$ cat src/rtl/uart_tx_serializer_if.sv
// Byte handshake and serial-line signals of the UART transmit serializer.
// master: the byte producer; slave: the serializer.
interface uart_tx_serializer_if;
  logic [7:0] data_tx;
  logic       tx_start;
  logic       tx_ready;
  logic       tx_bit;
  logic       tx_busy;
  logic       tx_done;

  modport master (
    output data_tx, tx_start,
    input  tx_ready, tx_bit, tx_busy, tx_done
  );

  modport slave (
    input  data_tx, tx_start,
    output tx_ready, tx_bit, tx_busy, tx_done
  );
endinterface

$ cat src/rtl/uart_tx_serializer.sv
// UART transmit serializer: 8N1/8N2 frames, LSB first, each bit held
// OVERSAMPLE clk_sample cycles, with a one-byte hold register so a second
// byte can be queued while a frame is on the line.
//
// state | meaning
// IDLE  | line high, nothing to send
// START | start bit (0) on the line
// DATA  | data bits, shift_q[0] on the line
// STOP  | stop bit(s) (1) on the line
module uart_tx_serializer #(
  parameter int OVERSAMPLE = 16,
  parameter int STOP_BITS  = 1
) (
  input  logic                 clk_sample,
  input  logic                 RST,
  uart_tx_serializer_if.slave  bus
);

  localparam int              CW        = $clog2(OVERSAMPLE);
  localparam logic [CW-1:0]   CNT_LAST  = CW'(OVERSAMPLE - 1);
  localparam logic [CW-1:0]   CNT_PRE   = CW'(OVERSAMPLE - 2);
  localparam logic            STOP_LAST = (STOP_BITS == 2) ? 1'b1 : 1'b0;

  typedef enum logic [1:0] {IDLE, START, DATA, STOP} state_t;

  state_t        state_q;
  logic [CW-1:0] cnt_q;
  logic [2:0]    bit_idx_q;
  logic          stop_idx_q;
  logic [7:0]    shift_q;
  logic [7:0]    hold_q;
  logic          hold_vld_q;
  logic          tx_bit_q;
  logic          tx_done_q;

  logic          handshake;
  logic          bit_end;
  logic          frame_end;

  assign handshake = bus.tx_start & ~hold_vld_q;
  assign bit_end   = (cnt_q == CNT_LAST);
  assign frame_end = (state_q == STOP) && (stop_idx_q == STOP_LAST) && bit_end;

  // Frame sequencing, bit timing, hold buffer and registered line outputs.
  always_ff @(posedge clk_sample) begin
    if (RST) begin
      state_q    <= IDLE;
      cnt_q      <= '0;
      bit_idx_q  <= '0;
      stop_idx_q <= 1'b0;
      shift_q    <= '0;
      hold_q     <= '0;
      hold_vld_q <= 1'b0;
      tx_bit_q   <= 1'b1;
      tx_done_q  <= 1'b0;
    end else begin
      // Registered, so raised one cycle early to land in the final stop cycle.
      tx_done_q <= (state_q == STOP) && (stop_idx_q == STOP_LAST) && (cnt_q == CNT_PRE);

      case (state_q)
        IDLE: begin
          cnt_q <= '0;
          if (hold_vld_q) begin
            shift_q    <= hold_q;
            hold_vld_q <= 1'b0;
            tx_bit_q   <= 1'b0;
            state_q    <= START;
          end else if (bus.tx_start) begin
            shift_q  <= bus.data_tx;
            tx_bit_q <= 1'b0;
            state_q  <= START;
          end
        end

        START: begin
          if (bit_end) begin
            cnt_q     <= '0;
            bit_idx_q <= '0;
            tx_bit_q  <= shift_q[0];
            state_q   <= DATA;
          end else begin
            cnt_q <= cnt_q + CW'(1);
          end
        end

        DATA: begin
          if (bit_end) begin
            cnt_q <= '0;
            if (bit_idx_q == 3'd7) begin
              stop_idx_q <= 1'b0;
              tx_bit_q   <= 1'b1;
              state_q    <= STOP;
            end else begin
              bit_idx_q <= bit_idx_q + 3'd1;
              shift_q   <= shift_q >> 1;
              tx_bit_q  <= shift_q[1];
            end
          end else begin
            cnt_q <= cnt_q + CW'(1);
          end
        end

        STOP: begin
          if (bit_end) begin
            cnt_q <= '0;
            if (stop_idx_q == STOP_LAST) begin
              // Queued byte (or a byte offered right now) follows with no gap.
              if (hold_vld_q) begin
                shift_q    <= hold_q;
                hold_vld_q <= 1'b0;
                tx_bit_q   <= 1'b0;
                state_q    <= START;
              end else if (bus.tx_start) begin
                shift_q  <= bus.data_tx;
                tx_bit_q <= 1'b0;
                state_q  <= START;
              end else begin
                state_q <= IDLE;
              end
            end else begin
              stop_idx_q <= 1'b1;
            end
          end else begin
            cnt_q <= cnt_q + CW'(1);
          end
        end

        default: state_q <= IDLE;
      endcase

      // A byte accepted mid-frame waits in the hold register.
      if ((state_q != IDLE) && handshake && !frame_end) begin
        hold_q     <= bus.data_tx;
        hold_vld_q <= 1'b1;
      end
    end
  end

  assign bus.tx_bit   = tx_bit_q;
  assign bus.tx_done  = tx_done_q;
  assign bus.tx_busy  = (state_q != IDLE);
  assign bus.tx_ready = ~hold_vld_q;

endmodule

$ cat src/flat_wrapper.sv
// flat-port wrapper written by rule: the top's interface ports become plain ports
module uart_tx_serializer_flat 
#(
  parameter int OVERSAMPLE = 16,
  parameter int STOP_BITS  = 1
)
  (clk_sample, RST, bus_data_tx, bus_tx_start, bus_tx_ready, bus_tx_bit, bus_tx_busy, bus_tx_done);
  uart_tx_serializer_if bus_i ();
  input  logic clk_sample;
  input  logic RST;
  input wire logic [$bits(bus_i.data_tx)-1:0] bus_data_tx;
  input wire logic [$bits(bus_i.tx_start)-1:0] bus_tx_start;
  output wire logic [$bits(bus_i.tx_ready)-1:0] bus_tx_ready;
  output wire logic [$bits(bus_i.tx_bit)-1:0] bus_tx_bit;
  output wire logic [$bits(bus_i.tx_busy)-1:0] bus_tx_busy;
  output wire logic [$bits(bus_i.tx_done)-1:0] bus_tx_done;
  assign bus_i.data_tx = bus_data_tx;
  assign bus_i.tx_start = bus_tx_start;
  assign bus_tx_ready = bus_i.tx_ready;
  assign bus_tx_bit = bus_i.tx_bit;
  assign bus_tx_busy = bus_i.tx_busy;
  assign bus_tx_done = bus_i.tx_done;
  uart_tx_serializer #(.OVERSAMPLE(OVERSAMPLE), .STOP_BITS(STOP_BITS)) u_core (.clk_sample(clk_sample), .RST(RST), .bus(bus_i));
endmodule
$ cat config.mk
export PLATFORM = sky130hd
export DESIGN_NAME = uart_tx_serializer_flat
export DESIGN_NICKNAME = d
export VERILOG_FILES = /design/src/rtl/uart_tx_serializer_if.sv /design/src/rtl/uart_tx_serializer.sv /design/src/flat_wrapper.sv
export SDC_FILE = /design/constraint.sdc
export NUM_CORES = 1
export LEC_CHECK = 0
export BUFFER_PORTS_ARGS = -buffer_cell sky130_fd_sc_hd__buf_2
export CAP_MARGIN = 20
export CORE_MARGIN = 5
export CORE_UTILIZATION = 40
export DETAILED_ROUTE_END_ITERATION = 8
export PLACE_DENSITY_LB_ADDON = 0.1
export REMOVE_ABC_BUFFERS = 1
export SYNTH_ARGS = -nofsm -noshare
export SYNTH_HDL_FRONTEND = slang
export SYNTH_SLANG_ARGS = --single-unit
export TNS_END_PERCENT = 10
$ cat constraint.sdc
create_clock -name clk_sample -period 3.1 [get_ports clk_sample]
set_clock_uncertainty 0.2 [all_clocks]
set_input_delay 0.155 -clock clk_sample [delete_from_list [all_inputs] [get_ports clk_sample]]
set_output_delay 0.155 -clock clk_sample [all_outputs]
set_load 0.005 [all_outputs]
==> key figures, run 1 <==
GRT
  • Total GRT Usage: 12.45%
  • First-pass GRT wire length: 5175 um
  • Gr ovfl total: 0
  • Vias in the first global route: 1,197
  • Largest net degree at the start of global routing: 34
  • Antenna violations before repair: 0

Placement
  • DPL Wire Length: 2042 um
  • Port buffer count: 14
  • Routability-driven placement congestion ratio: 0.7381
  • Place WS: 0.8693 ns

Die
  • Chip Height: 71.22 um
  • Die area: 5072 sq um
  • Die width: 71.22 um
  • I/O pin total: 15
  • Core area: 3633 sq um
  • Starting Density: 41.25%
  • Site Rows: 22

Clock network
  • Clk sinks: 28
  • Htree depth: 1
  • Max clock buf depth: 2
  • Clock latency on the worst-skew pair: 0.28 ns
  • Clock root cell: clkbuf_8
  • CTS tree: done
  • Total CTS buffers: 3
  • Post-CTS Setup Bufs: 0
  • Clk slew on worst S/H paths: 0.10 ns

Synthesis
  • Post-Syn Instances: 166
  • Mapped Area: 1499 sq um
  • Avg Cell Area, Syn: 9.030 sq um
  • Async set-reset flop share out of synthesis: 0%
  • Top_reg_cell synth: dfxtp_1
  • Synth top area share: 37.40%
  • Synth warn: 0
  • Top post-synthesis cells by area: dfxtp_1 37%, mux2i_1 12%, ha_1 7.5%
  • Register area share after synthesis: 37.40%
  • Largest area contributor in the netlist: dfxtp_1
  • Cell variety after synth: 30
  • Post-synth EDFFs: 0
  • Synthesized flop and latch total: 28

Run
  • Max-cap violations: 0

Worst setup path
  • Worst Path Arrival: 2.23 ns
  • Worst setup path class: flip-flop to flip-flop
  • Worst setup EP type: flip-flop
  • Critical Path Source Type: flip-flop
  • Critical Path Fanout Max: 23
  • CP max stage delay: 0.40 ns
  • CP Cell Sequence: inv_1, ha_1, buf_4, or3_1, o211ai_2, mux2_2
  • CP required: 3.08 ns
  • Slowest CP cell: dfxtp_1

Drt
  • Vias: 1,201
  • Post-detailed-routing wire length: 2877 um
  • DRC Markers: 0
  • Routed vias/inst: 5.132
  • WL per Instance: 12.29 um
  • TritonRoute pass-1 iters: 4
  • Routed Antenna Nets: 0
  • Starting DRT DRC Count: 71

Run status
  • Outcome: completed

STA
  • Tcrit/Tclk final: 72.56%
  • Fin crit period: 2.249 ns
  • Relative slew slack: 38.89%
  • WHS: 0.08739 ns
  • Final setup fails: 0
  • Worst Tran Pin Value: 0.9157 ns
  • RSZ-0062 raised after global routing: no
  • Setup TNS: 0 ns
  • Fmax achieved: 444.6 MHz
  • Slew Limit Fails: 0
  • Final Hold Viols: 0
  • Setup ws final: 0.8506 ns

Power
  • Maximum VDD drop: 301.2 uV
  • Power Dens Cells: 734.9 nW/um^2
  • Pleak: 0.7269 nW

Layout
  • # nets final: 207
  • Area delta synth->final: 17.95%
  • Layout cell share with drive strength beyond 1: 16.67%
  • Ant diodes: 0

Hold path
  • Hold WC Path Type: primary input to flip-flop
state kept, by name, indices dropped and copies added (netlist names):
signal              cells
u_core.bus.tx_done      1
u_core.bus.tx_bit       1
u_core.bit_idx_q        3
u_core.hold_q           8
u_core.hold_vld_q       1
u_core.shift_q          8
u_core.cnt_q            4
u_core.state_q          2
synthesized netlist by cell type (2+ instances only):
| library cell | n |
|---|---|
| inv_1 | 8 |
| nand4_1 | 3 |
| buf_2 | 3 |
| nor3_1 | 2 |
| o211ai_1 | 9 |
| or3_1 | 2 |
| nand2_1 | 28 |
| nor2_1 | 9 |
| and3_1 | 2 |
| dfxtp_1 | 28 |
| mux2i_1 | 18 |
| nand2b_1 | 9 |
| mux2_2 | 9 |
| ha_1 | 9 |
| o21ai_0 | 3 |
| clkbuf_1 | 6 |
| nand3_1 | 4 |
| a21oi_1 | 2 |
layout make-up:
cell class,instances,area [sq um]
Inverter,8,30.03
Clock inverter,1,30.03
Sequential cell,28,560.5
Fill cell,350,1866
Clock buffer,3,41.29
Timing Repair Buffer,25,175.2
Multi-Input combinational cell,121,870.8
Tap cell,48,60.06
worst max-delay path: cells and delay by family, from the launching register on:
family | cells | cell delay, ns
compound gates | 1 | 0.22
flops | 1 | 0.40
simple gates | 1 | 0.38
fa+ha+maj | 1 | 0.22
mux | 1 | 0.39
buf+inv | 2 | 0.32
stage by stage:
step | instances | power, mW | cell area (sq um) | utilization (%)
5_1_grt | 234 | 1.409 | 1768 | 48.66
2_1_floorplan | 157 | 0.8926 | 1461 | -
3_5_place_dp | 221 | 1.015 | 1607 | 44.21
4_1_cts | 234 | 1.317 | 1768 | 48.66
3_3_place_gp | 221 | 1.002 | 1607 | 44.21
6_report | 234 | 1.299 | 1768 | 48.66
placed cells by master, fill, tap and decap left out, drive strengths merged, types with 9 or more instances in the layout:
master,n
dfxtp,28
ha,9
nand2,28
mux2i,18
nand2b,9
dlygate4sd3,9
o211ai,10
buf,16
mux2,9
nor2,9
cell families after synthesis:
family                     after synthesis  share of synthesized area (%)
and+or+nand+nor                         61                          18.95
DFF                                     28                          37.40
muxes                                   27                          18.78
AOI/OAI and AO/OA                       22                          11.69
buffers and inverters                   17                          4.507
adders and majority gates                9                          7.513
xor gates and xnor gates                 2                          1.169
report_power, final:
group / internal, mW / switching (mW) / total, mW
Combinational: 0.249 / 0.256 / 0.505
Clock: 0.173 / 0.115 / 0.288
Sequential: 0.443 / 0.0635 / 0.506
final timing paths:
check                                       start                end  slack [ns]  depth (start not counted)
worst max register to register  u_core.state_q[0]  u_core.shift_q[7]        0.85                          6
worst min-delay path                 bus_tx_start  u_core.hold_vld_q        0.09                          3
worst max-delay path            u_core.state_q[0]  u_core.shift_q[7]        0.85                          6
worst min register to register  u_core.shift_q[2]  u_core.shift_q[2]        0.26                          2
metal layers:
| layer | vias to the layer above | part of all wire, % | global-route usage, % |
|---|---|---|---|
| li1 | 612 | - | - |
| met1 | 564 | 45 | 14.84 |
| met2 | 20 | 50 | 21.84 |
| met3 | 5 | 3.5 | 2.104 |
| met4 | 0 | 1.7 | 5.428 |
| met5 | - | 0 | 0 |
repair_timing:
action / in CTS / in global routing
hold buffers: 9 / 0
endpoints found under the setup margin: 0 / 0
endpoints found under the hold margin: 12 / 0
resized for setup: 0 / 0
Power figures use the tool's default switching activity.
==> inputs of run 2 (changes only) <==
- ABC_AREA: not set -> 1
- clock period: 3.1 -> 2.3 ns (I/O delays scaled with it)
==> run 2 against run 1 <==
Net effect: sequential power is 41% higher; count of clock-buffer cells in the layout is 1 higher; routed wire length is 7.5% higher; critical path type unchanged; critical endpoint is now u_core.shift_q[5]; largest cell class unchanged; largest power group is now combinational cells.
==> key figures, run 2 <==
GRT
  • Antenna violations before repair: 0 (unchanged)
  • First-pass GRT wire length: 5520 um (was 5175 um)
  • Total GRT Usage: 13.24% (was 12.45%)
  • Vias in the first global route: 1,330 (was 1,197)
  • Gr ovfl total: 0 (unchanged)
  • Largest net degree at the start of global routing: 21 (was 34)

Worst setup path
  • R2R depth: 8 (was 6)
  • FF-to-FF setup slack: 0.27 ns (was 0.85 ns)
  • Worst setup path class: flip-flop to flip-flop (unchanged)
  • Critical R2R Capture: u_core.shift_q[5] (was u_core.shift_q[7])
  • Worst Path Arrival: 2.03 ns (was 2.23 ns)
  • Critical Path Source Type: flip-flop (unchanged)
  • Critical Path Fanout Max: 17 (was 23)
  • Critical path launch point: u_core.state_q[0] (unchanged)
  • Worst r2r src: u_core.state_q[0] (unchanged)
  • Worst setup EP type: flip-flop (unchanged)
  • CP required: 2.31 ns (was 3.08 ns)

Drt
  • TritonRoute pass-1 iters: 4 (unchanged)
  • Vias: 1,341 (was 1,201)
  • DRC Markers: 0 (unchanged)
  • Routed vias/inst: 4.640 (was 5.132)
  • Starting DRT DRC Count: 79 (was 71)
  • Post-detailed-routing wire length: 3093 um (was 2877 um)
  • Routed Antenna Nets: 0 (unchanged)
  • WL per Instance: 10.70 um (was 12.29 um)

Synthesis
  • Top post-synthesis cells by area: dfxtp_1 38%, nand2_1 15%, nor2_1 11% (was dfxtp_1 37%, mux2i_1 12%, ha_1 7.5%)
  • Synth warn: 0 (unchanged)
  • Mapped Area: 1493 sq um (was 1499 sq um)
  • Post-synth top cells: 59 x nand2_1, 42 x nor2_1, 28 x dfxtp_1, 20 x inv_1, 17 x o21ai_0 (was 28 x dfxtp_1, 28 x nand2_1, 18 x mux2i_1)
  • Largest area contributor in the netlist: dfxtp_1 (unchanged)
  • Post-synth EDFFs: 0 (unchanged)
  • Async set-reset flop share out of synthesis: 0% (unchanged)
  • Post-Syn Instances: 219 (was 166)
  • Top_reg_cell synth: dfxtp_1 (unchanged)
  • Synthesized flop and latch total: 28 (unchanged)
  • Register area share after synthesis: 37.55% (was 37.40%)
  • Count leader, synth: nand2_1
  • Synth top area share: 37.55% (was 37.40%)
  • Avg Cell Area, Syn: 6.816 sq um (was 9.030 sq um)
  • Cell variety after synth: 22 (was 30)

Clock network
  • Total CTS buffers: 3 (unchanged)
  • Clk slew on worst S/H paths: 0.09 ns (was 0.10 ns)
  • CTS tree: done (unchanged)
  • Htree depth: 1 (unchanged)
  • Post_cts resized: 0 (unchanged)
  • Max clock buf depth: 2 (unchanged)
  • Clk sinks: 28 (unchanged)
  • Clock latency on the worst-skew pair: 0.27 ns (was 0.28 ns)
  • Clock root cell: clkbuf_8 (unchanged)
  • Post-CTS Setup Bufs: 0 (unchanged)
  • Post-CTS Hold Buffers: 10 (was 9)

STA
  • Tcrit/Tclk final: 88.11% (was 72.56%)
  • Slew Limit Fails: 0 (unchanged)
  • RSZ-0062 raised after global routing: no (unchanged)
  • WHS: 0.2745 ns (was 0.08739 ns)
  • Fmax achieved: 493.4 MHz (was 444.6 MHz)
  • Fin crit period: 2.027 ns (was 2.249 ns)
  • Worst Tran Pin Value: 0.6219 ns (was 0.9157 ns)
  • Final Hold Viols: 0 (unchanged)
  • Setup TNS: 0 ns (unchanged)
  • Final setup fails: 0 (unchanged)
  • Relative slew slack: 58.49% (was 38.89%)

Placement
  • Routability-driven placement congestion ratio: 0.8405 (was 0.7381)
  • DPL Wire Length: 2287 um (was 2042 um)
  • Post-Place Cells: 275 (was 221)
  • Port buffer count: 14 (unchanged)

Hold path
  • Hold Crit Depth: 2 (was 3)
  • Hold wc startpoint: u_core.bit_idx_q[1] (was bus_tx_start)
  • Hold worst-path end: u_core.bit_idx_q[1] (was u_core.hold_vld_q)
  • Hold WC Path Type: flip-flop to flip-flop (was primary input to flip-flop)

Layout
  • Largest registers: u_core.hold_q: 8 flops, u_core.shift_q: 8 flops, u_core.cnt_q: 4 flops (unchanged)
  • Layout cell share with drive strength beyond 1: 10.37% (was 16.67%)
  • # nets final: 262 (was 207)
  • Fillers: 383 (was 350)
  • Area of the multi-input gates: 794.5 sq um (was 870.8 sq um)
  • Commonest non-fill, non-tap cell in the layout: nand2_1
  • Ant diodes: 0 (unchanged)
  • Non-Filler Instances: 289 (was 234)
  • Commonest cells after routing, fill and taps aside: 59 x nand2_1, 42 x nor2_1, 28 x dfxtp_1, 20 x inv_1, 17 x o21ai_0 (was 28 x nand2_1, 28 x dfxtp_1, 18 x mux2i_1, 14 x buf_2)
  • FF/Latch Area: 560.5 sq um (unchanged)
  • Area delta synth->final: 15.59% (was 17.95%)

Power
  • Clock Power Share: 15.7% (was 22.1%)
  • Pwr Total: 1.898 mW (was 1.299 mW)
  • NetSw: 0.7994 mW (was 0.4340 mW)
  • Internal power: 1.098 mW (was 0.8653 mW)
  • Flop pwr share: 37.7% (was 39.0%)
  • Pleak: 0.8247 nW (was 0.7269 nW)
  • Maximum VDD drop: 492.5 uV (was 301.2 uV)
  • Power Dens Cells: 1100 nW/um^2 (was 734.9 nW/um^2)
  • Comb pwr share: 46.6% (was 38.9%)
  • Sw Share: 42.12% (was 33.40%)

Die
  • Starting Density: 41.08% (was 41.25%)
  • Site Rows: 22 (unchanged)
  • Die area: 5053 sq um (was 5072 sq um)
  • Core area: 3633 sq um (unchanged)
  • Die width: 71.09 um (was 71.22 um)
  • Chip Height: 71.09 um (was 71.22 um)
  • I/O pin total: 15 (unchanged)

Run
  • Max-cap violations: 0 (unchanged)

Run status
  • Outcome: completed (unchanged)
## run 2: cell types whose count changed in the layout (fill, tap and decap cells not counted), moves of 9 or more
cell	change
inv_1	+12
o21ai_0	+14
nand3_1	+9
nand2_1	+31
mux2i_1	-18
nand2b_1	-9
o211ai_1	-9
nor2_1	+33
mux2_2	-9
## run 2: cells by family after synthesis
family          Yosys count  synth area share (%)
xor+xnor                  1                0.5869
buf+inv                  28                 9.220
compound gates           28                 10.14
fa+ha+maj                 9                 7.544
flops                    28                 37.55
simple gates            125                 34.95
## run 2: worst max path at each step
stage	to	cells after the start
6_report	u_core.shift_q[5]	8
5_1_grt	u_core.shift_q[2]	7
4_1_cts	u_core.shift_q[5]	8
3_5_place_dp	u_core.shift_q[5]	8
3_3_place_gp	u_core.shift_q[6]	7
2_1_floorplan	u_core.shift_q[2]	8
## run 2: per-stage QoR
stage | area [sq um] | util (%) | setup WS (ns)
after floorplan | 1440 | - | 0.5308
after global placement | 1570 | 43.22 | 0.3401
after detailed placement | 1570 | 43.22 | 0.2857
after CTS | 1725 | 47.49 | 0.2531
after global routing | 1725 | 47.49 | 0.04347
final | 1725 | 47.49 | 0.2734
## run 2: power groups by stage
stage | logic [mW] | clock network, mW | registers (mW)
floorplan | 0.687 | 0 | 0.707
global placement | 0.875 | 0 | 0.728
detailed placement | 0.871 | 0 | 0.727
CTS | 0.888 | 0.319 | 0.715
global route | 1.04 | 0.336 | 0.733
finish | 0.884 | 0.298 | 0.715
## run 2: routing by layer
| layer | vias to the layer above | share of wire, % | GRT usage (%) |
|---|---|---|---|
| met5 | - | 0 | 0 |
| met4 | 0 | 2.2 | 5.846 |
| met3 | 6 | 3.2 | 2.273 |
| met2 | 20 | 46 | 22.76 |
| met1 | 588 | 48 | 16.10 |
| li1 | 727 | - | - |
## run 2: layout make-up
class | count | share of cell area, %
Clock buffer | 4 | 3.191
Inverter | 22 | 4.931
Multi-Input combinational cell | 163 | 46.05
Sequential cell | 28 | 32.49
Tap cell | 48 | 3.481
Timing Repair Buffer | 24 | 9.862
## run 2: critical path: stages (launching register included)
cell and delay (ns):
dfxtp_1 0.35, inv_1 0.15, ha_1 0.45, inv_4 0.15, nand2_1 0.14, nand3_2 0.23
nand2_1 0.12, nand2_1 0.05, nor2_1 0.12
==> inputs of run 3 (changes only) <==
- PLACE_DENSITY: not set -> 0.57
- PLACE_DENSITY_LB_ADDON: 0.1 -> not set
==> run 3 against run 2 <==
Net effect: die area unchanged; fmax down 0.81%; hold slack worse by 0.0080 ns; worst setup slack worse by 0.016 ns; final area down 0.80%; critical path type unchanged; flip-flop and latch count unchanged.
==> key figures, run 3 (same netlist as run 2, synthesis figures left out) <==
Drt
  • DRC Markers: 0 (unchanged)
  • TritonRoute pass-1 iters: 4 (unchanged)
  • Vias: 1,329 (was 1,341)
  • Post-detailed-routing wire length: 2968 um (was 3093 um)
  • WL per Instance: 10.31 um (was 10.70 um)
  • Routed Antenna Nets: 0 (unchanged)
  • Routed vias/inst: 4.615 (was 4.640)
  • Starting DRT DRC Count: 56 (was 79)

Run status
  • Outcome: completed (unchanged)

Power
  • Power Dens Cells: 1075 nW/um^2 (was 1100 nW/um^2)
  • Pleak: 0.8175 nW (was 0.8247 nW)
  • Maximum VDD drop: 659.7 uV (was 492.5 uV)
  • Pwr Total: 1.841 mW (was 1.898 mW)

Layout
  • Commonest cells after routing, fill and taps aside: 59 x nand2_1, 42 x nor2_1, 28 x dfxtp_1, 20 x inv_1, 17 x o21ai_0 (unchanged)
  • Ant diodes: 0 (unchanged)
  • Non-Filler Instances: 288 (was 289)
  • Largest registers: u_core.hold_q: 8 flops, u_core.shift_q: 8 flops, u_core.cnt_q: 4 flops (unchanged)
  • Commonest non-fill, non-tap cell in the layout: nand2_1 (unchanged)
  • Area delta synth->final: 14.67% (was 15.59%)
  • Util after Layout: 47.11% (was 47.49%)
  • # nets final: 262 (unchanged)
  • Layout cell share with drive strength beyond 1: 10.00% (was 10.37%)
  • Post-route cell area: 1712 sq um (was 1725 sq um)

STA
  • Final setup fails: 0 (unchanged)
  • RSZ-0062 raised after global routing: no (unchanged)
  • Setup ws final: 0.2570 ns (was 0.2734 ns)
  • WHS: 0.2665 ns (was 0.2745 ns)
  • Fmax achieved: 489.5 MHz (was 493.4 MHz)
  • Setup TNS: 0 ns (unchanged)
  • Worst Tran Pin Value: 0.6087 ns (was 0.6219 ns)
  • Slew Limit Fails: 0 (unchanged)
  • Tcrit/Tclk final: 88.83% (was 88.11%)
  • Fin crit period: 2.043 ns (was 2.027 ns)
  • Relative slew slack: 59.38% (was 58.49%)
  • Final Hold Viols: 0 (unchanged)

GRT
  • First-pass GRT wire length: 5354 um (was 5520 um)
  • Vias in the first global route: 1,266 (was 1,330)
  • Gr ovfl total: 0 (unchanged)
  • Total GRT Usage: 12.76% (was 13.24%)
  • Largest net degree at the start of global routing: 21 (unchanged)
  • Antenna violations before repair: 0 (unchanged)

Clock network
  • Post-CTS Setup Bufs: 0 (unchanged)
  • Htree depth: 1 (unchanged)
  • Clk slew on worst S/H paths: 0.09 ns (about the same)
  • Total CTS buffers: 3 (unchanged)
  • Post_cts resized: 0 (unchanged)
  • Clock root cell: clkbuf_8 (unchanged)
  • Clock latency on the worst-skew pair: 0.26 ns (was 0.27 ns)
  • CTS tree: done (unchanged)
  • Max clock buf depth: 2 (unchanged)
  • Clk sinks: 28 (unchanged)

Placement
  • DPL Wire Length: 2249 um (was 2287 um)
  • Post-Place Cells: 275 (unchanged)
  • DP Area: 1570 sq um (unchanged)
  • Routability-driven placement congestion ratio: 0.8463 (was 0.8405)
  • Port buffer count: 14 (unchanged)
  • Place WS: 0.2753 ns (was 0.2857 ns)

Worst setup path
  • CP required: 2.27 ns (was 2.31 ns)
  • Critical Path Source Type: flip-flop (unchanged)
  • Critical Path Fanout Max: 17 (unchanged)
  • Worst setup path class: flip-flop to flip-flop (unchanged)
  • Worst setup EP type: flip-flop (unchanged)
  • Worst Path Arrival: 2.01 ns (was 2.03 ns)

Run
  • Max-cap violations: 0 (unchanged)

Die
  • Site Rows: 22 (unchanged)
  • Chip Height: 71.09 um (unchanged)
  • Starting Density: 41.08% (unchanged)
  • Die width: 71.09 um (unchanged)
  • Core area: 3633 sq um (unchanged)
  • I/O pin total: 15 (unchanged)
  • Die area: 5053 sq um (unchanged)

Hold path
  • Hold WC Path Type: flip-flop to flip-flop (unchanged)
## run 3: cell types whose count changed in the layout (fill, tap and decap cells not counted)
cell and change:
clkbuf_8 -1
## run 3: final timing paths
path,to,cells past startpoint,from,slack (ns)
max,u_core.shift_q[5],7,u_core.state_q[0],0.26
min,u_core.cnt_q[0],1,u_core.cnt_q[0],0.27
min reg2reg,u_core.cnt_q[0],1,u_core.cnt_q[0],0.27
max reg2reg,u_core.shift_q[5],7,u_core.state_q[0],0.26
## run 3: repair_timing
item	4_1_cts	5_1_grt
hold buffers	10	0
endpoints found under the hold margin	13	0
setup endpoints to repair	0	0
## run 3: cell type report
cell class	instances	area, sq um
clock buffers	3	41.29
fillers	403	1922
inverters	22	85.08
multi-input cells	163	794.5
flip-flops and latches	28	560.5
well taps	48	60.06
repair buffers	24	170.2
## run 3: worst max-delay path, cell delays in order, from the launching register on
cell and delay (ns):
dfxtp_1 0.35, inv_1 0.15, ha_1 0.46, inv_4 0.16
nand2_1 0.14, nand3_2 0.24, a21oi_1 0.20, nor2_1 0.05
## run 3: power breakdown
part,leakage [nW],internal [mW],switching (mW)
sequential,0.230,0.630,0.0888
clock,0.0216,0.117,0.134
combinational,0.566,0.315,0.556
total,0.818,1.06,0.779
## run 3: metal layers
layer  vias up  wire (um)  GRT usage, %
met5         -          0             0
met4         0         17         1.879
met3         2        109         3.125
met2        15       1462         24.00
met1       583       1379         14.76
li1        729          -             -
